===== config.mk =====
export PLATFORM = sky130hd
export DESIGN_NAME = snake_step_pacer
export DESIGN_NICKNAME = d
export VERILOG_FILES = /design/src/rtl/snake_defs_pkg.sv /design/src/rtl/snake_step_pacer_key_edge_sync.sv /design/src/rtl/snake_step_pacer.sv
export SDC_FILE = /design/constraint.sdc
export NUM_CORES = 1
export LEC_CHECK = 0
export ABC_AREA = 1
export CAP_MARGIN = 20
export CORE_UTILIZATION = 30
export DETAILED_ROUTE_END_ITERATION = 6
export PLACE_DENSITY_LB_ADDON = 0.2
export SLEW_MARGIN = 0
export SYNTH_ARGS = -nofsm -noshare
export SYNTH_HDL_FRONTEND = slang
export SYNTH_HIERARCHICAL = 1
export SYNTH_SLANG_ARGS = --single-unit

===== constraint.sdc =====
create_clock -name clk -period 2.9 [get_ports clk]
set_input_delay 0.87 -clock clk [delete_from_list [all_inputs] [get_ports clk]]
set_output_delay 0.87 -clock clk [all_outputs]
set_load 0.005 [all_outputs]

===== src/rtl/snake_defs_pkg.sv =====
// Shared direction encoding for the snake datapath: the pacer commits a
// direction, the head-update logic consumes it.
package snake_defs;

  typedef enum logic [1:0] {
    DIR_UP    = 2'b00,
    DIR_DOWN  = 2'b01,
    DIR_LEFT  = 2'b10,
    DIR_RIGHT = 2'b11
  } dir_t;

  localparam int unsigned QUEUE_DEPTH = 2;
  localparam logic [7:0]  OVERRUN_MAX = 8'hFF;

  // Up/down and left/right differ only in bit 0.
  function automatic dir_t opposite(input dir_t d);
    return dir_t'(d ^ 2'b01);
  endfunction

endpackage


===== src/rtl/snake_step_pacer_key_edge_sync.sv =====
// Two-flop synchroniser for an asynchronous button level, followed by a
// rising-edge detector so each press yields a single one-cycle request.
module key_edge_sync (
  input  logic clk,
  input  logic rst,
  input  logic i_key,
  output logic o_rise
);

  logic r_meta;
  logic r_sync;
  logic r_prev;

  // Synchronise the raw level and remember last cycle's synchronised value.
  always_ff @(posedge clk or negedge rst) begin
    if (!rst) begin
      r_meta <= 1'b0;
      r_sync <= 1'b0;
      r_prev <= 1'b0;
    end else begin
      // NOTE: non-blocking assignments so every flop samples its input from
      // before the edge; blocking here would collapse the chain into one stage.
      r_meta <= i_key;
      r_sync <= r_meta;
      r_prev <= r_sync;
    end
  end

  assign o_rise = r_sync & ~r_prev;

endmodule


===== src/rtl/snake_step_pacer.sv =====
// Step pacer: length-dependent tick generator, pending/overrun tracking,
// go pulse generation and a 2-deep turn queue committed on each go.
module snake_step_pacer
  import snake_defs::*;
#(
  parameter int unsigned BASE_PERIOD = 50_000_000,
  parameter int unsigned MIN_PERIOD  = 5_000_000,
  parameter int unsigned STEP_DEC    = 1_000_000,
  parameter int unsigned INIT_LEN    = 4,
  parameter int          PERIOD_W    = 26
) (
  input  logic        clk,
  input  logic        rst,
  input  logic        key_up,
  input  logic        key_down,
  input  logic        key_left,
  input  logic        key_right,
  input  logic        pause,
  input  logic        waiting,
  input  logic [10:0] length,
  output logic        go,
  output logic [1:0]  dir,
  output logic [7:0]  overrun
);

  // ---------------------------------------------------------------- period
  logic [31:0]         w_len32;
  logic [31:0]         w_dec;
  logic [31:0]         w_period;
  logic [PERIOD_W-1:0] w_reload;

  assign w_len32  = 32'(length);
  assign w_dec    = (w_len32 > INIT_LEN) ? (w_len32 - INIT_LEN) * STEP_DEC : 32'd0;
  assign w_period = (w_dec >= BASE_PERIOD - MIN_PERIOD) ? MIN_PERIOD : BASE_PERIOD - w_dec;
  assign w_reload = PERIOD_W'(w_period - 32'd1);

  // --------------------------------------------------------------- counter
  logic [PERIOD_W-1:0] r_cnt;
  logic                w_tick;

  assign w_tick = !pause && (r_cnt == '0);

  // Count down while running; reload from the current period on expiry so a
  // length change only takes effect at the next reload.
  always_ff @(posedge clk or negedge rst) begin
    if (!rst) begin
      r_cnt <= PERIOD_W'(BASE_PERIOD - 32'd1);
    end else if (!pause) begin
      if (r_cnt == '0) r_cnt <= w_reload;
      else             r_cnt <= r_cnt - PERIOD_W'(1);
    end
  end

  // ----------------------------------------------------- pending / go logic
  logic       r_pending;
  logic       r_go;
  logic [7:0] r_overrun;
  logic       w_fire;

  assign w_fire = (r_pending | w_tick) & waiting;

  // Hold a tick until the controller waits; count ticks that land on an
  // unconsumed pending tick.
  always_ff @(posedge clk or negedge rst) begin
    if (!rst) begin
      r_pending <= 1'b0;
      r_go      <= 1'b0;
      r_overrun <= 8'd0;
    end else begin
      r_go <= w_fire;
      if (w_fire)      r_pending <= 1'b0;
      else if (w_tick) r_pending <= 1'b1;
      if (w_tick && r_pending && !w_fire && r_overrun != OVERRUN_MAX)
        r_overrun <= r_overrun + 8'd1;
    end
  end

  // ------------------------------------------------------------------ keys
  logic w_rise_up, w_rise_down, w_rise_left, w_rise_right;

  key_edge_sync u_sync_up    (.clk(clk), .rst(rst), .i_key(key_up),    .o_rise(w_rise_up));
  key_edge_sync u_sync_down  (.clk(clk), .rst(rst), .i_key(key_down),  .o_rise(w_rise_down));
  key_edge_sync u_sync_left  (.clk(clk), .rst(rst), .i_key(key_left),  .o_rise(w_rise_left));
  key_edge_sync u_sync_right (.clk(clk), .rst(rst), .i_key(key_right), .o_rise(w_rise_right));

  logic w_req_valid;
  dir_t w_req_dir;

  // Pick one request per cycle: up > down > left > right.
  always_comb begin
    // NOTE: every output gets a default first so no path leaves it unassigned
    // (which would infer a latch).
    w_req_valid = 1'b1;
    w_req_dir   = DIR_UP;
    if      (w_rise_up)    w_req_dir = DIR_UP;
    else if (w_rise_down)  w_req_dir = DIR_DOWN;
    else if (w_rise_left)  w_req_dir = DIR_LEFT;
    else if (w_rise_right) w_req_dir = DIR_RIGHT;
    else                   w_req_valid = 1'b0;
  end

  // ----------------------------------------------------- queue and commit
  dir_t       r_q0;   // head
  dir_t       r_q1;   // second entry
  logic [1:0] r_qcnt;
  dir_t       r_dir;

  dir_t       w_q0_n, w_q1_n, w_dir_n, w_ref_dir;
  logic [1:0] w_qcnt_n;
  logic       w_pop, w_accept;

  assign w_pop = w_fire && (r_qcnt != 2'd0);

  // Apply the pop first, then validate the push against the post-pop tail
  // (or the committed direction when the queue drains).
  always_comb begin
    w_q0_n   = r_q0;
    w_q1_n   = r_q1;
    w_qcnt_n = r_qcnt;
    w_dir_n  = r_dir;
    if (w_pop) begin
      w_dir_n  = r_q0;
      w_q0_n   = r_q1;
      w_qcnt_n = r_qcnt - 2'd1;
    end
    if (w_qcnt_n == 2'd2)      w_ref_dir = w_q1_n;
    else if (w_qcnt_n == 2'd1) w_ref_dir = w_q0_n;
    else                       w_ref_dir = w_dir_n;
    w_accept = w_req_valid
            && (w_req_dir != w_ref_dir)
            && (w_req_dir != opposite(w_ref_dir))
            && (w_qcnt_n != 2'(QUEUE_DEPTH));
    if (w_accept) begin
      if (w_qcnt_n == 2'd0) w_q0_n = w_req_dir;
      else                  w_q1_n = w_req_dir;
      w_qcnt_n = w_qcnt_n + 2'd1;
    end
  end

  // Register queue state and the committed direction.
  always_ff @(posedge clk or negedge rst) begin
    if (!rst) begin
      // NOTE: the two queue slots are reset along with the count; they are
      // only a few flops and a defined value keeps dir traceable after reset.
      r_q0   <= DIR_RIGHT;
      r_q1   <= DIR_RIGHT;
      r_qcnt <= 2'd0;
      r_dir  <= DIR_RIGHT;
    end else begin
      r_q0   <= w_q0_n;
      r_q1   <= w_q1_n;
      r_qcnt <= w_qcnt_n;
      r_dir  <= w_dir_n;
    end
  end

  assign go      = r_go;
  assign dir     = r_dir;
  assign overrun = r_overrun;

endmodule


==> results of run 1 <==
layout make-up:
class / instances / area [um^2] / area share
clock buffers: 5 / 125 / 0.0101
flip-flops and latches: 56 / 1430 / 0.115
inverters: 265 / 1030 / 0.0825
clock inverters: 3 / 26.3 / 0.00211
repair buffers: 326 / 2610 / 0.210
multi-input cells: 837 / 6800 / 0.547
well taps: 335 / 419 / 0.0337
flip-flops by register name (all words and copies together), names as in the netlist, 2 cells and up:
name     cells
r_cnt       26
overrun      8
r_q1         2
r_q0         2
r_qcnt       2
dir          2
metal layers:
layer / GRT usage / vias up / wire length [um]
li1: - / 4251 / -
met1: 0.229 / 3701 / 11200
met2: 0.274 / 90 / 10500
met3: 0.0169 / 17 / 446
met4: 0.0274 / 0 / 290
met5: 0 / - / 0
what timing repair did:
item                                    in CTS  in global routing
gates resized for setup                    163                133
gates cloned                                 1                  0
buffers inserted                            34                 28
pin swaps                                  109                120
endpoints found under the setup margin      26                 26
worst max path at each step:
stage               startpoint        end  depth (start not counted)
floorplan            length[2]  r_cnt[24]                         37
finish               length[2]  r_cnt[12]                         34
detailed placement   length[2]  r_cnt[15]                         40
global placement     length[2]  r_cnt[24]                         41
CTS                  length[2]  r_cnt[15]                         35
global route         length[2]  r_cnt[24]                         46
report_power, final:
group	leakage (nW)	internal (mW)	switching, mW
combinational	5.82	5.66	6.57
sequential	0.648	0.998	0.0732
clock	0.0680	0.327	0.310
per-stage QoR:
step | hold slack, ns | cells
after floorplan | 0.331 | 1167
after global placement | 0.335 | 1759
after detailed placement | 0.336 | 1759
after CTS | 0.354 | 1800
after global routing | 0.362 | 1827
final | 0.351 | 1827
worst max-delay path: cells and delay by family:
family                     cells  cell delay (ns)
AOI/OAI and AO/OA              5             0.73
adders and majority gates      7             2.97
buffers and inverters          7             0.68
and+or+nand+nor               15             1.78
kinds of logic (layout without fill, tap and decap cells):
kind of cell / count (synthesis) / in the layout / share of synthesized area
adders and majority gates: 131 / 131 / 0.249
AOI/OAI and AO/OA: 81 / 81 / 0.0563
buffers and inverters: 275 / 599 / 0.131
xor gates and xnor gates: 51 / 51 / 0.0552
DFF: 56 / 56 / 0.177
muxes: 1 / 1 / 0.00139
and+or+nand+nor: 572 / 573 / 0.330
synth_stat cells (3+ instances only):
library cell  instances
nand2_1             278
inv_1               249
nor2_1              100
nand3_1              87
ha_1                 81
fa_1                 50
o21ai_0              34
xor2_1               33
dfrtp_1              32
a21oi_1              27
nand4_1              26
dfstp_2              24
xnor2_1              18
nor2_2               16
nand2_2              15
inv_2                13
nor3_1               10
nand3_2               9
nor2_4                8
o21ai_1               7
nand3b_1              5
clkbuf_1              4
buf_2                 3
o21ai_2               3
or2_2                 3
==> metrics.md, run 1 <==
| Metric | Value |
|---|---|
| Vias in the first global route | `7891` |
| Least-Margin Pin Slew | `0.582 ns` |
| Reg2reg start | `r_cnt[20]` |
| Total CTS buffers | `5` |
| IR drop worst, VDD | `0.714 mV` |
| Post-synth EDFFs | `0` |
| Clock Root Buffer | `clkbuf_16` |
| PD cells | `1120 nW/um^2` |
| ANT cells | `0` |
| CP dominant cell by count | `fa_1` |
| Syn Nets | `1317` |
| Most frequent cells in the layout | `buf_4, nand2_1, inv_1` |
| Mapped Cells | `1167` |
| Cells on worst reg2reg path | `25` |
| Die Wd | `166 um` |
| Worst setup margin | `-3.90 ns` |
| Fin crit share | `2.34` |
| Power Total | `13.9 mW` |
| Finished Core Util | `0.474` |
| Leakage | `6.53 nW` |
| DRT Pass-1 Iters | `7` |
| Vias/cell | `4.41` |
| Reg2reg end | `r_q1[1]` |
| Min-delay src | `u_sync_up/r_meta` |
| Final Cell Area | `12400 um^2` |
| Final ANT Viol Nets | `0` |
| Failing checks | `DRC, setup timing` |
| Port Buffers | `29` |
| Max clock buf depth | `2` |
| Routability cong. | `0.851` |
| WS Path Type | `in -> reg` |
| Final Skew | `0.00855 ns` |
| Status | `finished, violations left` |
| Total Routing Usage GR | `0.163` |
| Critical Path AT | `7.04 ns` |
| Yosys top cell by area | `nand2_1` |
| DR WL/cell | `12.2 um` |
| Crit Path Max Fanout | `6` |
| Fin. Hold Viols | `0` |
| Mapped Area | `8090 um^2` |
| 1st-iter DRT viols | `330` |
| Ys Warns | `6` |
| CORE AREA | `26300 um^2` |
| Worst Hold Path EP | `u_sync_up/r_sync` |
| Max-Cap Viols | `0` |
| Final min period | `6.80 ns` |
| Main synth FF type | `dfrtp_1` |
| Layout Nets | `1641` |
| Worst-skew pair later-pin latency | `0.31 ns` |
| Crit end category | `register` |
| Die height | `166 um` |
| Proportion of layout cells with a drive suffix above 1 | `0.420` |
| P&R area growth vs syn | `53.8%` |
| Post-synth ARST share | `1.00` |
| Filler cells | `2566` |
| Final setup viols | `20` |
| DRT Wirelength | `22400 um` |
| Worst Path Required | `3.14 ns` |
| Relative slew margins | `0.612` |
| Worst Hold Path Cells | `0` |
| Initial antenna violation count | `0` |
| HPWL Detailed | `18000 um` |
| Ranking of synthesized cells by area | `nand2_1, ha_1, fa_1, inv_1, dfrtp_1` |
| Num rows | `59` |
| Synth Area per Inst | `6.93 um^2` |
| CP max stage cell | `fa_1` |
| Synth top area share | `0.129` |
| Ports | `30` |
| Synth unique cells | `48` |
| TritonCTS Sinks | `56` |
| Dpl ws | `-5.10 ns` |
| DR vias | `8059` |
| Initial Util | `0.308` |
| Number of H-tree levels | `2` |
| First-pass GRT wire length | `37100 um` |
| RSZ-0062 raised after global routing | `true` |
| CTS tree | `done` |
| Seq/Total Area, Yosys | `0.177` |
| Highest clock rate | `0.147 GHz` |
| Die ar. | `27600 um^2` |
| Post-route setup TNS | `-75.78 ns` |
| Grt ovf | `0` |
| Placed Area | `10900 um^2` |
| Residual DRC count | `3` |
| Fin. max-slew vios | `0` |
| Largest stage delay on the critical path | `0.56 ns` |
| Nature of the critical path startpoint | `primary input` |
| Largest net degree at the start of global routing | `33` |
| CTS Hold Bufs | `0` |
| FF+latch count, synth | `56` |
| Hold Crit Class | `reg -> reg` |
| Clk pin slew, worst setup/hold paths | `0.08 ns` |
| Reg2reg setup slack | `0.05 ns` |
| Commonest non-fill, non-tap cell in the layout | `buf_4` |
Power figures use the tool's default switching activity.
==> run 2: changes to the inputs <==
--- a/config.mk
+++ b/config.mk
@@ -7,9 +7,11 @@
 export LEC_CHECK = 0
 export ABC_AREA = 1
 export CAP_MARGIN = 20
-export CORE_UTILIZATION = 30
+export CORE_UTILIZATION = 35
 export DETAILED_ROUTE_END_ITERATION = 6
+export DONT_BUFFER_PORTS = 1
 export PLACE_DENSITY_LB_ADDON = 0.2
+export SKIP_LAST_GASP = 1
 export SLEW_MARGIN = 0
 export SYNTH_ARGS = -nofsm -noshare
 export SYNTH_HDL_FRONTEND = slang
==> run 2 against run 1 <==
Effect of this change: the run ends with setup timing left; sequential power barely moved; via count decreased by 1.2%; critical path depth down 1; global-route usage grew 1.8 points; flip-flop and latch count did not move; combinational power is 3% lower; sequential share of layout area up 0.78 points; clock-buffer cell count did not move; clock power is 11% higher; setup slack gained 0.036 ns; critical path type unchanged; critical endpoint unchanged; largest cell class unchanged; largest power group unchanged.
==> metrics.md, run 2 (synthesized netlist as in run 1, its figures left out) <==
| Metric | Value |
|---|---|
| Ports | `30` |
| HPWL Detailed | `17100 um` |
| Leakage | `6.18 nW` |
| Crit Path Max Fanout | `5` |
| Worst setup margin | `-3.86 ns` |
| Highest clock rate | `0.148 GHz` |
| Fin crit share | `2.33` |
| Critical Path AT | `6.99 ns` |
| Routability cong. | `0.905` |
| Dpl ws | `-4.29 ns` |
| Final setup viols | `20` |
| Proportion of layout cells with a drive suffix above 1 | `0.390` |
| Crit end category | `register` |
| Power Total | `13.6 mW` |
| Max-Cap Viols | `0` |
| Max FFs per register | `26` |
| Buf/Inv on CP | `5` |
| DR vias | `7964` |
| Least-Margin Pin Slew | `0.568 ns` |
| Layout Nets | `1584` |
| Sequential share of power | `0.079` |
| IR drop worst, VDD | `0.603 mV` |
| Switch share | `0.499` |
| Failing checks | `setup timing` |
| Combinational Power Share | `0.868` |
| Clk pin slew, worst setup/hold paths | `0.08 ns` |
| 1st-iter DRT viols | `379` |
| Die height | `154 um` |
| WS Path Type | `in -> reg` |
| Final ANT Viol Nets | `0` |
| CTS tree | `done` |
| Commonest non-fill, non-tap cell in the layout | `buf_4` |
| Cells on worst reg2reg path | `24` |
| Final Skew | `0.00615 ns` |
| Die Wd | `154 um` |
| Number of H-tree levels | `2` |
| Fin. Hold Viols | `0` |
| Initial Util | `0.357` |
| Vias in the first global route | `7629` |
| Largest net degree at the start of global routing | `57` |
| Worst Path Required | `3.13 ns` |
| Nature of the critical path startpoint | `primary input` |
| First-pass GRT wire length | `35300 um` |
| Non-Filler Instances | `1720` |
| DRT Pass-1 Iters | `6` |
| Port Buffers | `0` |
| Clock power frac | `0.052` |
| Reg2reg setup slack | `0.07 ns` |
| Top Family by Delay on Critical Path | `adder cells` |
| Clock Root Buffer | `clkbuf_16` |
| TritonCTS Sinks | `56` |
| Placed Cells | `1666` |
| Grt ovf | `0` |
| PD cells | `1170 nW/um^2` |
| Reg with most FFs | `r_cnt` |
| Sw power | `6.80 mW` |
| Total CTS buffers | `5` |
| ANT cells | `0` |
| Reg2reg end | `r_q1[1]` |
| Num rows | `55` |
| Largest stage delay on the critical path | `0.53 ns` |
| Status | `finished, violations left` |
| Hold Crit Class | `in -> async` |
| Hold WS | `0.259 ns` |
| Residual DRC count | `0` |
| Reg2reg start | `r_cnt[23]` |
| RSZ-0062 raised after global routing | `true` |
| Vias/cell | `4.63` |
| P_int | `6.82 mW` |
| Worst-skew pair later-pin latency | `0.30 ns` |
| Final min period | `6.76 ns` |
| Initial antenna violation count | `0` |
| Worst setup path start | `length[5]` |
| DRT Wirelength | `21600 um` |
| Finished Core Util | `0.515` |
| CP max stage cell | `fa_1` |
| CORE AREA | `22600 um^2` |
| Relative slew margins | `0.621` |
| P&R area growth vs syn | `44.0%` |
| Total Routing Usage GR | `0.181` |
| DR WL/cell | `12.6 um` |
| Die ar. | `23700 um^2` |
| Fin. max-slew vios | `0` |
| Most frequent cells in the layout | `buf_4, nand2_1, inv_1` |
| Max clock buf depth | `2` |
-- run 2: cell types whose count changed in the layout (fill, tap and decap cells not counted), sizes merged --
cell / previous run / this run
dlygate4sd2: 6 / 0
clkinv: 3 / 4
clkinvlp: 3 / 1
bufinv: 0 / 1
buf: 304 / 269
clkdlybuf4s50: 16 / 0
-- run 2: timing repair --
item | CTS | global route
resized for setup | 87 | 116
hold buffers | 0 | 0
pin swaps | 49 | 79
gates cloned | 1 | 0
setup endpoints to repair | 26 | 26
buffers inserted | 19 | 26
-- run 2: cell type report --
| cell class | instances | area (um^2) |
|---|---|---|
| repair buffers | 269 | 2070 |
| well taps | 285 | 357 |
| inverters | 265 | 1020 |
| clock inverters | 3 | 46.3 |
| clock buffers | 5 | 125 |
| multi-input cells | 837 | 6600 |
| flip-flops and latches | 56 | 1430 |
| fillers | 2197 | 11000 |
-- run 2: worst max path at each step --
stage                            to  depth (start not counted)
final                     r_cnt[12]                         33
after CTS                 r_cnt[24]                         34
after floorplan           r_cnt[24]                         37
after global placement    r_cnt[17]                         40
after detailed placement  r_cnt[17]                         34
after global routing      r_cnt[22]                         35
-- run 2: routing by layer --
metal,GRT usage,vias up,wire length (um)
met3,0.0240,24,562
met1,0.252,3703,10600
met4,0.0324,0,335
met5,0,-,0
li1,-,4125,-
met2,0.302,112,10100
-- run 2: stage by stage --
| step | cell area (um^2) | TNS (ns) |
|---|---|---|
| after detailed placement | 10400 | -84.95 |
| after global placement | 10400 | -83.94 |
| final | 11700 | -75.16 |
| after CTS | 11000 | -73.55 |
| after global routing | 11700 | -82.17 |
| after floorplan | 8410 | -72.66 |
-- run 2: power groups by stage --
stage	Sequential [mW]	Clock [mW]	Combinational (mW)
6_report	1.08	0.709	11.8
4_1_cts	1.07	0.727	10.6
3_5_place_dp	1.08	0	9.69
2_1_floorplan	1.08	0	6.02
3_3_place_gp	1.08	0	9.67
5_1_grt	1.10	0.765	13.1
